==> src/rtl/edge_trap_pkg.sv <==
// Shared types and limits for the multi-channel edge capture unit.
package edge_trap_pkg;

    typedef enum logic [1:0] {
        EDGE_OFF  = 2'd0,
        EDGE_RISE = 2'd1,
        EDGE_FALL = 2'd2,
        EDGE_BOTH = 2'd3
    } edge_mode_t;

    localparam int unsigned MAX_SYNC_STAGES = 6;

    // True when the observed transition matches the programmed edge mode.
    function automatic logic edge_match(input edge_mode_t m, input logic rise, input logic fall);
        logic hit;
        hit = 1'b0;
        case (m)
            EDGE_RISE: hit = rise;
            EDGE_FALL: hit = fall;
            EDGE_BOTH: hit = rise | fall;
            default:   hit = 1'b0;
        endcase
        return hit;
    endfunction

endpackage

==> src/rtl/sync_chain.sv <==
// Multi-stage synchroniser; kept alone so metastability constraints attach in one place.
module sync_chain #(
    parameter int unsigned STAGES = 3,
    parameter int unsigned W      = 1
) (
    input  logic         clk,
    input  logic         reset,
    input  logic [W-1:0] d,
    output logic [W-1:0] q
);

    logic [W-1:0] stage [STAGES];

    // Shift raw inputs through the chain; reset discards anything in flight.
    always_ff @(posedge clk) begin
        if (reset) begin
            for (int i = 0; i < int'(STAGES); i++) begin
                stage[i] <= '0;
            end
        end else begin
            stage[0] <= d;
            for (int i = 1; i < int'(STAGES); i++) begin
                stage[i] <= stage[i-1];
            end
        end
    end

    assign q = stage[STAGES-1];

endmodule

==> src/rtl/multi_edge_trap.sv <==
// N-channel edge capture: synchronise, detect edges, latch pending/missed,
// count events, and present the lowest pending channel to a single consumer.
module multi_edge_trap
    import edge_trap_pkg::*;
#(
    parameter int unsigned N           = 4,
    parameter int unsigned SYNC_STAGES = 3,
    parameter int unsigned CNT_W       = 8,
    parameter int unsigned IDX_W       = (N > 1) ? $clog2(N) : 1
) (
    input  logic               clk,
    input  logic               reset,
    input  logic [N-1:0]       async_in,
    input  logic [2*N-1:0]     mode,
    input  logic               evt_ack,
    input  logic               cnt_clr,
    output logic [N-1:0]       sync_out,
    output logic [N-1:0]       edge_pulse,
    output logic [N-1:0]       pending,
    output logic [N-1:0]       missed,
    output logic               evt_valid,
    output logic [IDX_W-1:0]   evt_chan,
    output logic [N*CNT_W-1:0] evt_count
);

    localparam int unsigned SU_MAX = SYNC_STAGES + 1;
    localparam int unsigned SU_W   = $clog2(SU_MAX + 1);
    localparam logic [CNT_W-1:0] CNT_MAX = '1;

    if ((N < 1) || (N > 32)) begin : g_bad_n
        $error("multi_edge_trap: N out of range 1..32");
    end
    if ((SYNC_STAGES < 2) || (SYNC_STAGES > MAX_SYNC_STAGES)) begin : g_bad_sync
        $error("multi_edge_trap: SYNC_STAGES out of range");
    end

    logic [N-1:0]       prev_q;
    logic [N-1:0]       pulse_q;
    logic [N-1:0]       pend_q;
    logic [N-1:0]       miss_q;
    logic [SU_W-1:0]    su_q;
    logic [CNT_W-1:0]   cnt_q [N];

    logic               mask_done;
    logic [N-1:0]       qual;
    logic [N-1:0]       ack_vec;
    logic [N-1:0]       pend_d;
    logic [N-1:0]       miss_d;
    logic [CNT_W-1:0]   cnt_d [N];

    sync_chain #(
        .STAGES (SYNC_STAGES),
        .W      (N)
    ) u_sync (
        .clk   (clk),
        .reset (reset),
        .d     (async_in),
        .q     (sync_out)
    );

    // Startup mask: block edge detection until the sync chain holds real samples.
    always_ff @(posedge clk) begin
        if (reset) begin
            su_q <= '0;
        end else if (su_q != SU_W'(SU_MAX)) begin
            su_q <= su_q + SU_W'(1);
        end
    end

    assign mask_done = (su_q == SU_W'(SU_MAX));

    // Fixed-priority arbiter: lowest-numbered pending channel wins.
    always_comb begin
        evt_valid = |pend_q;
        evt_chan  = '0;
        for (int i = int'(N) - 1; i >= 0; i--) begin
            if (pend_q[i]) begin
                evt_chan = IDX_W'(i);
            end
        end
    end

    // Edge qualification, ack decode and next-state for pending/missed/counters.
    always_comb begin
        qual    = '0;
        ack_vec = '0;
        pend_d  = pend_q;
        miss_d  = miss_q;
        for (int i = 0; i < int'(N); i++) begin
            cnt_d[i] = cnt_q[i];
        end
        for (int i = 0; i < int'(N); i++) begin
            qual[i] = mask_done &
                      edge_match(edge_mode_t'(mode[2*i +: 2]),
                                 sync_out[i] & ~prev_q[i],
                                 ~sync_out[i] & prev_q[i]);
            ack_vec[i] = evt_ack & evt_valid & (evt_chan == IDX_W'(i));
        end
        pend_d = (pend_q & ~ack_vec) | qual;
        if (cnt_clr) begin
            miss_d = '0;
        end else begin
            miss_d = miss_q | (qual & pend_q & ~ack_vec);
        end
        for (int i = 0; i < int'(N); i++) begin
            if (cnt_clr) begin
                cnt_d[i] = '0;
            end else if (qual[i] && (cnt_q[i] != CNT_MAX)) begin
                cnt_d[i] = cnt_q[i] + CNT_W'(1);
            end
        end
    end

    // Per-channel state registers.
    always_ff @(posedge clk) begin
        if (reset) begin
            prev_q  <= '0;
            pulse_q <= '0;
            pend_q  <= '0;
            miss_q  <= '0;
            for (int i = 0; i < int'(N); i++) begin
                cnt_q[i] <= '0;
            end
        end else begin
            prev_q  <= sync_out;
            pulse_q <= qual;
            pend_q  <= pend_d;
            miss_q  <= miss_d;
            for (int i = 0; i < int'(N); i++) begin
                cnt_q[i] <= cnt_d[i];
            end
        end
    end

    // Flatten counters onto the output bus.
    always_comb begin
        evt_count = '0;
        for (int i = 0; i < int'(N); i++) begin
            evt_count[i*CNT_W +: CNT_W] = cnt_q[i];
        end
    end

    assign edge_pulse = pulse_q;
    assign pending    = pend_q;
    assign missed     = miss_q;

endmodule
==> config.mk <==
export PLATFORM = sky130hd
export DESIGN_NAME = multi_edge_trap
export DESIGN_NICKNAME = d
export VERILOG_FILES = /design/src/rtl/edge_trap_pkg.sv /design/src/rtl/sync_chain.sv /design/src/rtl/multi_edge_trap.sv
export SDC_FILE = /design/constraint.sdc
export NUM_CORES = 1
export LEC_CHECK = 0
export CORE_UTILIZATION = 40
export DETAILED_ROUTE_END_ITERATION = 10
export DONT_BUFFER_PORTS = 1
export GPL_TIMING_DRIVEN = 0
export SETUP_SLACK_MARGIN = 0.3
export SLEW_MARGIN = 20
export SYNTH_ARGS = -nofsm -noshare
export SYNTH_HDL_FRONTEND = slang
export SYNTH_SLANG_ARGS = --single-unit
==> constraint.sdc <==
create_clock -name clk -period 2.4 [get_ports clk]
set_clock_uncertainty 0.05 [all_clocks]
set_input_delay 0.48 -clock clk [delete_from_list [all_inputs] [get_ports clk]]
set_output_delay 0.48 -clock clk [all_outputs]
set_load 0.005 [all_outputs]
After elaboration in Yosys (flattened, before gate mapping)
Memories as Yosys holds them, arrays and structs flattened. Index checks and enable logic that the tools add are counted.

Bits in registers: 19. Latch bits: 0. Memory bits (writable): 44. Bits in read-only memories: 0. Input bits: 16. Output and inout port bits: 51. Logic and storage cells: 108. Memories kept: 2.

Add/subtract/negate cells: 5. Multipliers: 0. Div/mod/pow operators: 0. Magnitude comparators: 0. Equal/unequal tests: 21. Shift operators: 0. Muxes and demuxes: 26. Bitwise logic cells: 42. Reductions and logical operators: 7.

Memories: cnt_q (words 4, width 8, read ports 4, clocked after Yosys merged registers in 0, write ports 4, line multi_edge_trap.sv:42) `logic [CNT_W-1:0] cnt_q [N];`; u_sync.stage (words 3, width 4, read ports 3, clocked after Yosys merged registers in 0, write ports 3, line sync_chain.sv:12) `logic [W-1:0] stage [STAGES];`.

Operators with widths (number): 8-bit 2-to-1 mux (12); 8-bit by 1-bit adder with 8-bit output, second input constant (4); 8-bit != test, second input constant (4); 2-bit equality test, second input constant (10); 1-bit bitwise AND (17); 4-bit bitwise AND (3); 4-bit 2-to-1 mux (3); 1-bit one-hot mux with 3 select lines (4); 1-bit OR (11); 2-bit by 1-bit equality test with 1-bit output, second input constant (5); 2-bit 2-to-1 mux (4); 1-bit NOT (8); 4-bit OR (2); 1-bit logical AND (4); 4-bit NOT (1); 4-bit OR reduction (1); 3-bit by 1-bit adder with 3-bit output, second input constant (1); 3-bit equality test, second input constant (1); 1-bit 2-to-1 mux (3); 3-bit != test, second input constant (1); 2-bit zero test (1); 2-bit OR reduction (1).

Depth between registers and ports, before layout
Gate-level depths: netlist of the first run.

Depth after elaboration: 9. Depth in mapped cells: 7. Mapped depth without buffers: 6.

Hierarchy
A second synthesis of the first run with hierarchy kept.

Cells, all modules: 322. Area total of the unflattened synthesis: 2881.5 um^2.

By module, submodules not included: multi_edge_trap (instances 1, cells each 293, area each 2484.9 um^2, seq. area each 1021.0 um^2); sync_chain (instances 1, cells each 29, area each 396.6 um^2, seq. area each 240.2 um^2).

Least setup slack after synthesis of the first run
No wires, ideal clock.

Path type: register -> register. Start: memory u_sync.stage[0][10] (netlist bit). End: memory cnt_q[2][6]. Library setup time: 0.115 ns. Arrival time: 1.795 ns. Data required time: 2.235 ns. Setup slack: 0.439 ns. Cell stages (with the launch flop): 7. Buffers on the path: 0. Period minus slack after synthesis: 1.961 ns. Path through: dfxtp_1 -> inv_1 -> ha_1 -> nand2b_1 -> a311o_1 -> or4_1 -> and3_1.

RTL lines (line): start, declared (sync_chain.sv:12); end, declared (multi_edge_trap.sv:42).

==> results of run 1 <==
==> metal layers <==
metal	wire (µm)	track usage (%)	up-vias
li1	-	-	1212
met1	2800	21.3	1142
met2	3270	31.4	70
met3	490	6.10	9
met4	106	10.3	0
met5	0	0	-
==> registers in the layout (all words and copies together), names as in the netlist <==
| register | cells |
|---|---|
| cnt_q | 32 |
| u_sync.stage | 12 |
| edge_pulse | 4 |
| missed | 4 |
| pending | 4 |
| prev_q | 4 |
| su_q | 3 |
==> stage by stage <==
stage / hold WS, ps / setup WS, ps
4_1_cts: 197 / 290
3_5_place_dp: 373 / 238
2_1_floorplan: 364 / 439
6_report: 213 / 357
5_1_grt: 226 / 260
3_3_place_gp: 366 / 275
==> path summary, 6_finish.rpt <==
kind | startpoint | endpoint | slack [ps] | cells past startpoint
max | u_sync.stage[0][8] | cnt_q[0][4] | 360 | 7
min | async_in[2] | u_sync.stage[0][2] | 210 | 1
max reg2reg | u_sync.stage[0][8] | cnt_q[0][4] | 360 | 7
min reg2reg | u_sync.stage[0][6] | u_sync.stage[0][10] | 390 | 1
==> kinds of logic (layout without fill, tap and decap cells) <==
family,Yosys count,in the layout,share of synthesized area [%]
AND/OR/NAND/NOR,116,116,22.4
AO/OA/AOI/OAI,87,87,20.5
flip-flops,63,63,44.4
buffers and inverters,39,61,5.86
adder cells (fa/ha/maj),14,14,6.17
XOR/XNOR,1,1,0.309
multiplexers,1,1,0.353
==> cell usage in the layout, fill, tap and decap left out, types with 4 or more instances in the layout <==
master    count
or3_1         6
or4_1        10
o31ai_1       8
inv_1        19
o311ai_1      4
nor2b_1      12
nand2b_1      6
nand2_1      16
ha_1         13
nor3_1        6
buf_4        12
a311oi_1      4
nand3_1      14
dfxtp_1      59
and3_1        4
clkbuf_8      9
o21ai_0      10
o41ai_1       8
a21oi_1      31
nor2_1       23
dfxtp_2       4
clkbuf_1     11
==> cell type report <==
cell class,count,area [µm²],area share (%)
tap,96,120,3.63
multi-input combinational,219,1480,44.6
timing repair buffer,6,45.0,1.36
buffer,20,106,3.22
clock inverter,7,96.3,2.92
clock buffer,9,124,3.75
sequential,63,1270,38.3
inverter,19,71.3,2.16
==> timing repair <==
action | in CTS | in global routing
buffers inserted | 1 | 5
resized for setup | 4 | 23
pin swaps | 3 | 9
endpoints found under the setup margin | 10 | 19
hold buffers | 0 | 0
==> power by group <==
group	internal (mW)	total [mW]	switching, mW	leakage, nW
clock network	0.586	1.03	0.443	0.102
logic	0.0385	0.0976	0.0590	0.467
registers	1.06	1.08	0.0124	0.512
==> worst max-delay path, stage by stage (launching register included) <==
cell,delay (ps)
dfxtp_2,340
inv_1,50
ha_1,270
nand2b_1,150
a311o_1,300
buf_4,170
or4_1,490
a21oi_1,140
==> summary.txt, run 1 <==
Synthesis
  • EDFF count, synth: 0
  • Synth area leaders: dfxtp_1, ha_1, a21oi_1
  • Synth Instances: 321
  • Synthesized Nets: 351
  • Yosys cell types: 42
  • Yosys warnings: 0
  • Leading cell types by count after synthesis: dfxtp_1, a21oi_1, nor2_1
  • Number of synthesized register bits: 63
  • Synthesized cell area: 2840 µm²
  • Synth area leader: dfxtp_1
  • Sequential share of the synthesized area: 44.4%
  • Top FF cell, synth: dfxtp_1
  • FFs w/ async S/R, synth: 0%
  • Mapped Avg Cell Area: 8.84 µm²
  • Post-synth top area share: 44.4%
  • Most common cell in the netlist: dfxtp_1

GRT
  • Vias in the first global route: 2,237
  • Tot GR Track Use: 18.8%
  • Initial antenna violation count: 0
  • Total grt overflow: 0
  • First-pass GRT wire length: 10.6 mm
  • Largest net degree at the start of global routing: 13

Cells and area
  • Post-Layout Cell Count: 439
  • Area growth syn-to-layout: 16.4%
  • Final net count: 368
  • Final Core Density: 48.4%
  • Fillers: 685
  • Ant diodes: 0
  • Final instance area: 3300 µm²
  • Share of layout cells above drive strength 1: 14.6%

Route
  • Post-Route WL: 6.67 mm
  • DRT iter0 DRCs: 63
  • DRC violations left: 0
  • Vias: 2,433
  • DRT Pass-1 Iters: 4
  • Antenna-violating nets left: 0
  • DR WL/cell: 15.2 µm
  • Vias/cell: 5.54

Timing
  • Final period util: 85.1%
  • Count of pins over their slew limit: 0
  • Relative slew margins: 55.0%
  • Endpoints failing hold: 0
  • # setup viols final: 0
  • Unrepaired setup endpoints after global routing: true
  • Worst-Margin Slew: 670 ps
  • Max Freq: 0.490 GHz
  • Setup TNS: 0 ps
  • Min Tclk post-route: 2040 ps

CTS
  • Worst skew pair latency: 340 ps
  • Worst-path clk slew: 80 ps
  • CTS buffer count: 9
  • TritonCTS clock tree: done
  • H-tree levels: 3
  • Clock root buffer: clkbuf_8
  • Num Clock Sinks: 63
  • CTS Buffer Depth: 2

Power and ir drop
  • Leak pwr: 1.08 nW
  • Power density over cell area: 666 nW/µm²
  • Worst vdd ir: 0.308 mV
  • Final Total Pwr: 2.20 mW

Placed design
  • Dpl cell area: 2960 µm²
  • Placer Congestion: 0.826
  • I/O Buffers: 0
  • Placed cell count: 417
  • HPWL after DPL: 4.77 mm

Run status
  • Status: finished, final reports clean

Floorplanning
  • Chip width: 86.2 µm
  • Core Footprint: 6830 µm²
  • Top Ports: 67
  • Die Y: 86.2 µm
  • Initial Util: 41.5%
  • Rows: 30
  • Die ar.: 7430 µm²

Worst setup path
  • Critical path launch point type: register
  • CP required: 2620 ps
  • CP endpoint kind: register
  • WP data arrival: 2270 ps
  • Kind of critical path: reg -> reg
  • Crit-path max FO: 5

Job
  • Max-cap check violation count: 0

Hold path
  • Worst Hold Class: in -> reg
Power figures use the tool's default switching activity.
==> run 2, diff against run 1 <==
--- a/config.mk
+++ b/config.mk
@@ -5,7 +5,9 @@
 export SDC_FILE = /design/constraint.sdc
 export NUM_CORES = 1
 export LEC_CHECK = 0
+export ABC_AREA = 0
 export CORE_UTILIZATION = 40
+export CTS_CLUSTER_DIAMETER = 50
 export DETAILED_ROUTE_END_ITERATION = 10
 export DONT_BUFFER_PORTS = 1
 export GPL_TIMING_DRIVEN = 0
@@ -14,3 +16,4 @@
 export SYNTH_ARGS = -nofsm -noshare
 export SYNTH_HDL_FRONTEND = slang
 export SYNTH_SLANG_ARGS = --single-unit
+export TNS_END_PERCENT = 20
==> run 2 against run 1 <==
  * Global-route usage about the same
  * Worst setup slack got worse by 6.5 ps
  * Final cell count fell by 0.68%
  * Clock power hardly changed
  * Core utilization shrank 0.84 points
  * Maximum frequency decreased by 0.32%
  * Sequential cell count did not move
  * Die area unchanged
  * Critical path type unchanged
  * Critical endpoint unchanged
  * Largest cell class unchanged
==> summary.txt, run 2 (synthesis results as in run 1) <==
Worst setup path
  • CP required: 2620 ps (about the same)
  • Reg-to-reg endpoint: cnt_q[0][4]
  • Worst R2R Path Depth: 7 (unchanged)
  • Slowest CP cell: or4_1
  • Kind of critical path: reg -> reg
  • CP endpoint kind: register
  • Worst Path Buf+Inv: 2 (unchanged)
  • Critical path launch point type: register
  • R2R Setup Slk: 350 ps (about the same)
  • RR Startpoint: u_sync.stage[0][8]
  • Crit-path max FO: 5 (unchanged)
  • Worst path top cell family by delay: simple AND/OR/NAND/NOR gates
  • Max stage delay on crit path: 490 ps (about the same)
  • Crit path cell chain: inv_1, ha_1, nand2b_1, a311o_1, buf_4, or4_1, a21oi_1
  • WP data arrival: 2270 ps (about the same)

GRT
  • Total grt overflow: 0 (unchanged)
  • First-pass GRT wire length: 10.6 mm (-0.25%)
  • Initial antenna violation count: 0 (unchanged)
  • Vias in the first global route: 2,232 (-0.22%)
  • Largest net degree at the start of global routing: 13 (unchanged)
  • Tot GR Track Use: 18.8% (-0.041 points)

Timing
  • Unrepaired setup endpoints after global routing: true
  • Final period util: 85.4% (+0.27 points)
  • Setup TNS: 0 ps (unchanged)
  • Relative slew margins: 54.8% (-0.20 points)
  • Count of pins over their slew limit: 0 (unchanged)
  • Final worst slack: 351 ps (-6.55 ps)
  • Min Tclk post-route: 2050 ps (+6.55 ps)
  • Worst-Margin Slew: 673 ps (+3.02 ps)
  • Max Freq: 0.488 GHz (-0.32%)
  • # setup viols final: 0 (unchanged)
  • Endpoints failing hold: 0 (unchanged)
  • Hold Slack: 215 ps (+2.90 ps)

Cells and area
  • Most frequent cells in the layout: dfxtp_1, a21oi_1, nor2_1
  • Final net count: 365 (-0.82%)
  • Final Core Density: 47.5% (-0.84 points)
  • Share of layout cells above drive strength 1: 11.8% (-2.8 points)
  • Area growth syn-to-layout: 14.4%
  • Most common cell after layout, fill and taps aside: dfxtp_1
  • Top reg by flops: cnt_q
  • Largest regs: cnt_q (32), u_sync.stage (12)
  • Final instance area: 3250 µm² (-1.7%)
  • Ant diodes: 0 (unchanged)
  • Max FFs per register: 32 (unchanged)

Placed design
  • HPWL after DPL: 4.77 mm (unchanged)
  • Dpl cell area: 2960 µm² (unchanged)
  • Placer Congestion: 0.826 (unchanged)
  • Place WS: 238 ps (unchanged)
  • I/O Buffers: 0 (unchanged)

Route
  • Post-Route WL: 6.63 mm (-0.60%)
  • Vias/cell: 5.50 (-0.80%)
  • Vias: 2,397 (-1.5%)
  • DR WL/cell: 15.2 µm (about the same)
  • Antenna-violating nets left: 0 (unchanged)
  • DRC violations left: 0 (unchanged)
  • DRT iter0 DRCs: 79 (+25%)
  • DRT Pass-1 Iters: 4 (unchanged)

Hold path
  • Worst Hold Class: in -> reg
  • Worst Hold End: u_sync.stage[0][2]
  • Hold path startpoint: async_in[2]
  • Hold Path Stages: 1 (unchanged)

Floorplanning
  • Core Footprint: 6830 µm² (unchanged)
  • Die ar.: 7430 µm² (unchanged)
  • Chip width: 86.2 µm (unchanged)
  • Die Y: 86.2 µm (unchanged)
  • Initial Util: 41.5% (unchanged)
  • Top Ports: 67 (unchanged)
  • Rows: 30 (unchanged)

CTS
  • Worst skew pair latency: 340 ps (about the same)
  • CTS Buffer Depth: 2 (unchanged)
  • H-tree levels: 3 (unchanged)
  • CTS buffer count: 9 (unchanged)
  • Clock root buffer: clkbuf_8
  • Num Clock Sinks: 63 (unchanged)
  • TritonCTS clock tree: done
  • CTS Hold Bufs: 0 (unchanged)
  • Worst-path clk slew: 70 ps (about the same)

Job
  • Max-cap check violation count: 0 (unchanged)

Power and ir drop
  • Power density over cell area: 676 nW/µm² (+1.5%)
  • Worst vdd ir: 0.308 mV (about the same)
  • Leak pwr: 1.04 nW (-3.5%)

Run status
  • Status: finished, final reports clean
==> run 2: per-layer routing <==
layer	wire length (µm)	track usage, %	part of all wire, %	vias to the layer above
met3	478	6.10	7.2	7
met5	0	0	0	-
met4	102	10.3	1.5	0
li1	-	-	-	1201
met2	3220	31.2	49	60
met1	2820	21.3	43	1129
==> run 2: how the worst max path moves through the flow <==
stage                  end  slack (ps)                start  cells after the start
6_report       cnt_q[0][4]         350   u_sync.stage[0][8]                      7
2_1_floorplan  cnt_q[2][6]         440  u_sync.stage[0][10]                      6
5_1_grt        cnt_q[0][4]         240   u_sync.stage[0][8]                      7
3_5_place_dp   cnt_q[0][2]         240   u_sync.stage[0][8]                      7
3_3_place_gp   cnt_q[0][2]         280   u_sync.stage[0][8]                      7
4_1_cts        cnt_q[1][2]         260   u_sync.stage[0][9]                      7
==> run 2: layout make-up <==
type,count,area [µm²]
tap,96,120
fill,688,3580
buffer,20,106
timing repair buffer,3,22.5
inverter,19,71.3
multi-input combinational,219,1440
sequential,63,1260
clock buffer,9,124
clock inverter,7,96.3
==> run 2: what timing repair did <==
action | 4_1_cts | 5_1_grt
setup buffers | 1 | 2
hold endpoints to repair | 0 | 0
pin swaps | 1 | 3
resized for setup | 2 | 16
setup endpoints to repair | 10 | 23
==> run 2: power breakdown <==
group	switching (mW)	internal, mW
clock	0.440	0.586
sequential	0.0124	1.06
combinational	0.0578	0.0356
==> run 2: per-stage QoR <==
stage	total power [mW]	std cells
after global placement	1.19	417
after detailed placement	1.19	417
final	2.19	436
after floorplan	1.16	321
after CTS	2.22	434
after global routing	2.28	436
==> run 3, diff against run 2 <==
--- a/config.mk
+++ b/config.mk
@@ -6,7 +6,8 @@
 export NUM_CORES = 1
 export LEC_CHECK = 0
 export ABC_AREA = 0
-export CORE_UTILIZATION = 40
+export CAP_MARGIN = 20
+export CORE_UTILIZATION = 45
 export CTS_CLUSTER_DIAMETER = 50
 export DETAILED_ROUTE_END_ITERATION = 10
 export DONT_BUFFER_PORTS = 1
==> constraint.sdc (replaced) <==
create_clock -name clk -period 2.6 [get_ports clk]
set_clock_uncertainty 0.05 [all_clocks]
set_input_delay 0.52 -clock clk [delete_from_list [all_inputs] [get_ports clk]]
set_output_delay 0.52 -clock clk [all_outputs]
set_load 0.005 [all_outputs]
==> run 3 against run 2 <==
  * Count of clock-buffer cells in the layout is 3 higher
  * Critical endpoint is now cnt_q[0][2]
  * Sequential power fell by 8%
  * Clock power down 4%
  * Total power decreased by 6.1%
==> summary.txt, run 3 (synthesis results as in run 1) <==
Timing
  • Final worst slack: 446 ps (+95.1 ps)
  • Count of pins over their slew limit: 0 (unchanged)
  • Final period util: 82.8% (-2.5 points)
  • Relative slew margins: 44.5% (-10 points)
  • Max Freq: 0.464 GHz (-4.9%)
  • Worst-Margin Slew: 827 ps (+154 ps)
  • Unrepaired setup endpoints after global routing: false
  • Setup TNS: 0 ps (unchanged)
  • Min Tclk post-route: 2150 ps (+105 ps)
  • # setup viols final: 0 (unchanged)
  • Endpoints failing hold: 0 (unchanged)

Worst setup path
  • Crit-path max FO: 10 (+5)
  • CP endpoint: cnt_q[0][2]
  • Reg-to-reg endpoint: cnt_q[0][2]
  • Crit path launch: u_sync.stage[0][8]
  • RR Startpoint: u_sync.stage[0][8]
  • Max stage delay on crit path: 420 ps (-70 ps)
  • CP required: 2760 ps (+140 ps)
  • Slowest CP cell: a311o_1
  • Critical path launch point type: register
  • Crit path cell chain: inv_1, ha_1, nand2b_1, a311o_1, buf_2, o311ai_0, o41ai_1
  • R2R Setup Slk: 450 ps (+100 ps)
  • WP data arrival: 2320 ps (+50 ps)
  • Worst R2R Path Depth: 7 (unchanged)
  • CP endpoint kind: register
  • Kind of critical path: reg -> reg

Floorplanning
  • Chip width: 81.4 µm (-5.6%)
  • Die Y: 81.4 µm (-5.6%)
  • Die ar.: 6630 µm² (-11%)
  • Top Ports: 67 (unchanged)
  • Initial Util: 47.4% (+5.8 points)
  • Rows: 28 (-6.7%)
  • Core Footprint: 5990 µm² (-12%)

CTS
  • Worst skew pair latency: 340 ps (about the same)
  • CTS Buffer Depth: 2 (unchanged)
  • Post-CTS Setup Bufs: 0 (-1)
  • CTS Hold Bufs: 0 (unchanged)
  • Clock root buffer: clkbuf_8
  • Num Clock Sinks: 63 (unchanged)
  • Post-cts sizing count: 0 (-2)
  • H-tree levels: 3 (unchanged)
  • CTS buffer count: 9 (unchanged)
  • TritonCTS clock tree: done
  • Worst-path clk slew: 70 ps (about the same)

Power and ir drop
  • Power density over cell area: 652 nW/µm² (-3.6%)
  • Final Total Pwr: 2.06 mW (-6.1%)
  • Worst vdd ir: 0.369 mV (+20%)
  • Leak pwr: 1.03 nW (-1.2%)

Route
  • Post-Route WL: 6.60 mm (-0.45%)
  • DRT Pass-1 Iters: 4 (unchanged)
  • DR WL/cell: 16.1 µm (+5.6%)
  • DRC violations left: 0 (unchanged)
  • Antenna-violating nets left: 0 (unchanged)
  • Vias: 2,428 (+1.3%)
  • DRT iter0 DRCs: 107 (+35%)
  • Vias/cell: 5.91 (+7.5%)

Job
  • Max-cap check violation count: 0 (unchanged)

Placed design
  • I/O Buffers: 0 (unchanged)
  • Placer Congestion: 0.779 (-5.7%)
  • HPWL after DPL: 4.64 mm (-2.6%)
  • Place WS: 467 ps (+229 ps)
  • Dpl cell area: 2930 µm² (-0.89%)

Cells and area
  • Final Core Density: 52.8% (+5.3 points)
  • Top reg by flops: cnt_q
  • Ant diodes: 0 (unchanged)
  • Share of layout cells above drive strength 1: 8.33% (-3.4 points)
  • Area growth syn-to-layout: 11.4%
  • Most common cell after layout, fill and taps aside: dfxtp_1
  • Most frequent cells in the layout: dfxtp_1, a21oi_1, nor2_1
  • Final instance area: 3160 µm² (-2.6%)
  • Max FFs per register: 32 (unchanged)
  • Largest regs: cnt_q (32), u_sync.stage (12)
  • Final net count: 362 (-0.82%)
  • Fillers: 597 (-13%)

GRT
  • Initial antenna violation count: 0 (unchanged)
  • Largest net degree at the start of global routing: 11 (-2)
  • First-pass GRT wire length: 10.4 mm (-1.9%)
  • Total grt overflow: 0 (unchanged)
  • Vias in the first global route: 2,158 (-3.3%)
  • Tot GR Track Use: 21.3% (+2.5 points)

Hold path
  • Worst Hold Class: in -> reg

Run status
  • Status: finished, final reports clean
[run 3: cell count changes in the layout (fill, tap and decap cells not counted), moves of 3 or more]
cell	previous run	this run
buf_2	1	4
buf_4	8	4
clkbuf_8	9	12
clkinvlp_4	3	0
dfxtp_1	60	63
dfxtp_2	3	0
o311ai_0	2	5
o311ai_1	3	0
[run 3: worst min path at each step]
stage,endpoint,from,slack [ps],cells past startpoint
floorplan,u_sync.stage[0][10],u_sync.stage[0][6],360,1
global placement,u_sync.stage[0][10],u_sync.stage[0][6],370,1
detailed placement,u_sync.stage[0][7],u_sync.stage[0][3],370,1
CTS,u_sync.stage[0][2],async_in[2],240,1
global route,u_sync.stage[0][1],async_in[1],250,1
finish,u_sync.stage[0][3],async_in[3],260,1
[run 3: metrics by stage]
stage               instances  hold WS (ps)
floorplan                 321           364
global placement          396           368
detailed placement        396           372
CTS                       411           243
global route              411           249
finish                    411           255
[run 3: area by class of cell]
class | count | area (µm²) | share of cell area (%)
multi-input cells | 219 | 1410 | 44.6
flip-flops and latches | 63 | 1260 | 39.9
well taps | 75 | 93.8 | 2.97
clock buffers | 12 | 165 | 5.22
inverters | 19 | 71.3 | 2.26
plain buffers | 20 | 95.1 | 3.01
clock inverters | 3 | 65.1 | 2.06
[run 3: layer usage]
metal / routed length (µm) / global-route usage (%) / up-vias
met5: 0 / 0 / -
met2: 3020 / 34.0 / 84
met1: 3000 / 25.8 / 1138
li1: - / - / 1198
met4: 105 / 8.57 / 0
met3: 470 / 7.56 / 8
[run 3: power by group]
part	leakage (nW)	switching, mW	internal [mW]	total [mW]
clock	0.118	0.374	0.612	0.986
combinational	0.402	0.0522	0.0295	0.0818
sequential	0.510	0.0111	0.982	0.993
[run 3: critical path, delay by kind of cell, from the launching register on]
| kind | cells | cell delay (ps) |
|---|---|---|
| AO/OA/AOI/OAI | 3 | 890 |
| flip-flops | 1 | 360 |
| buffers and inverters | 2 | 300 |
| adder cells (fa/ha/maj) | 1 | 280 |
| AND/OR/NAND/NOR | 1 | 160 |
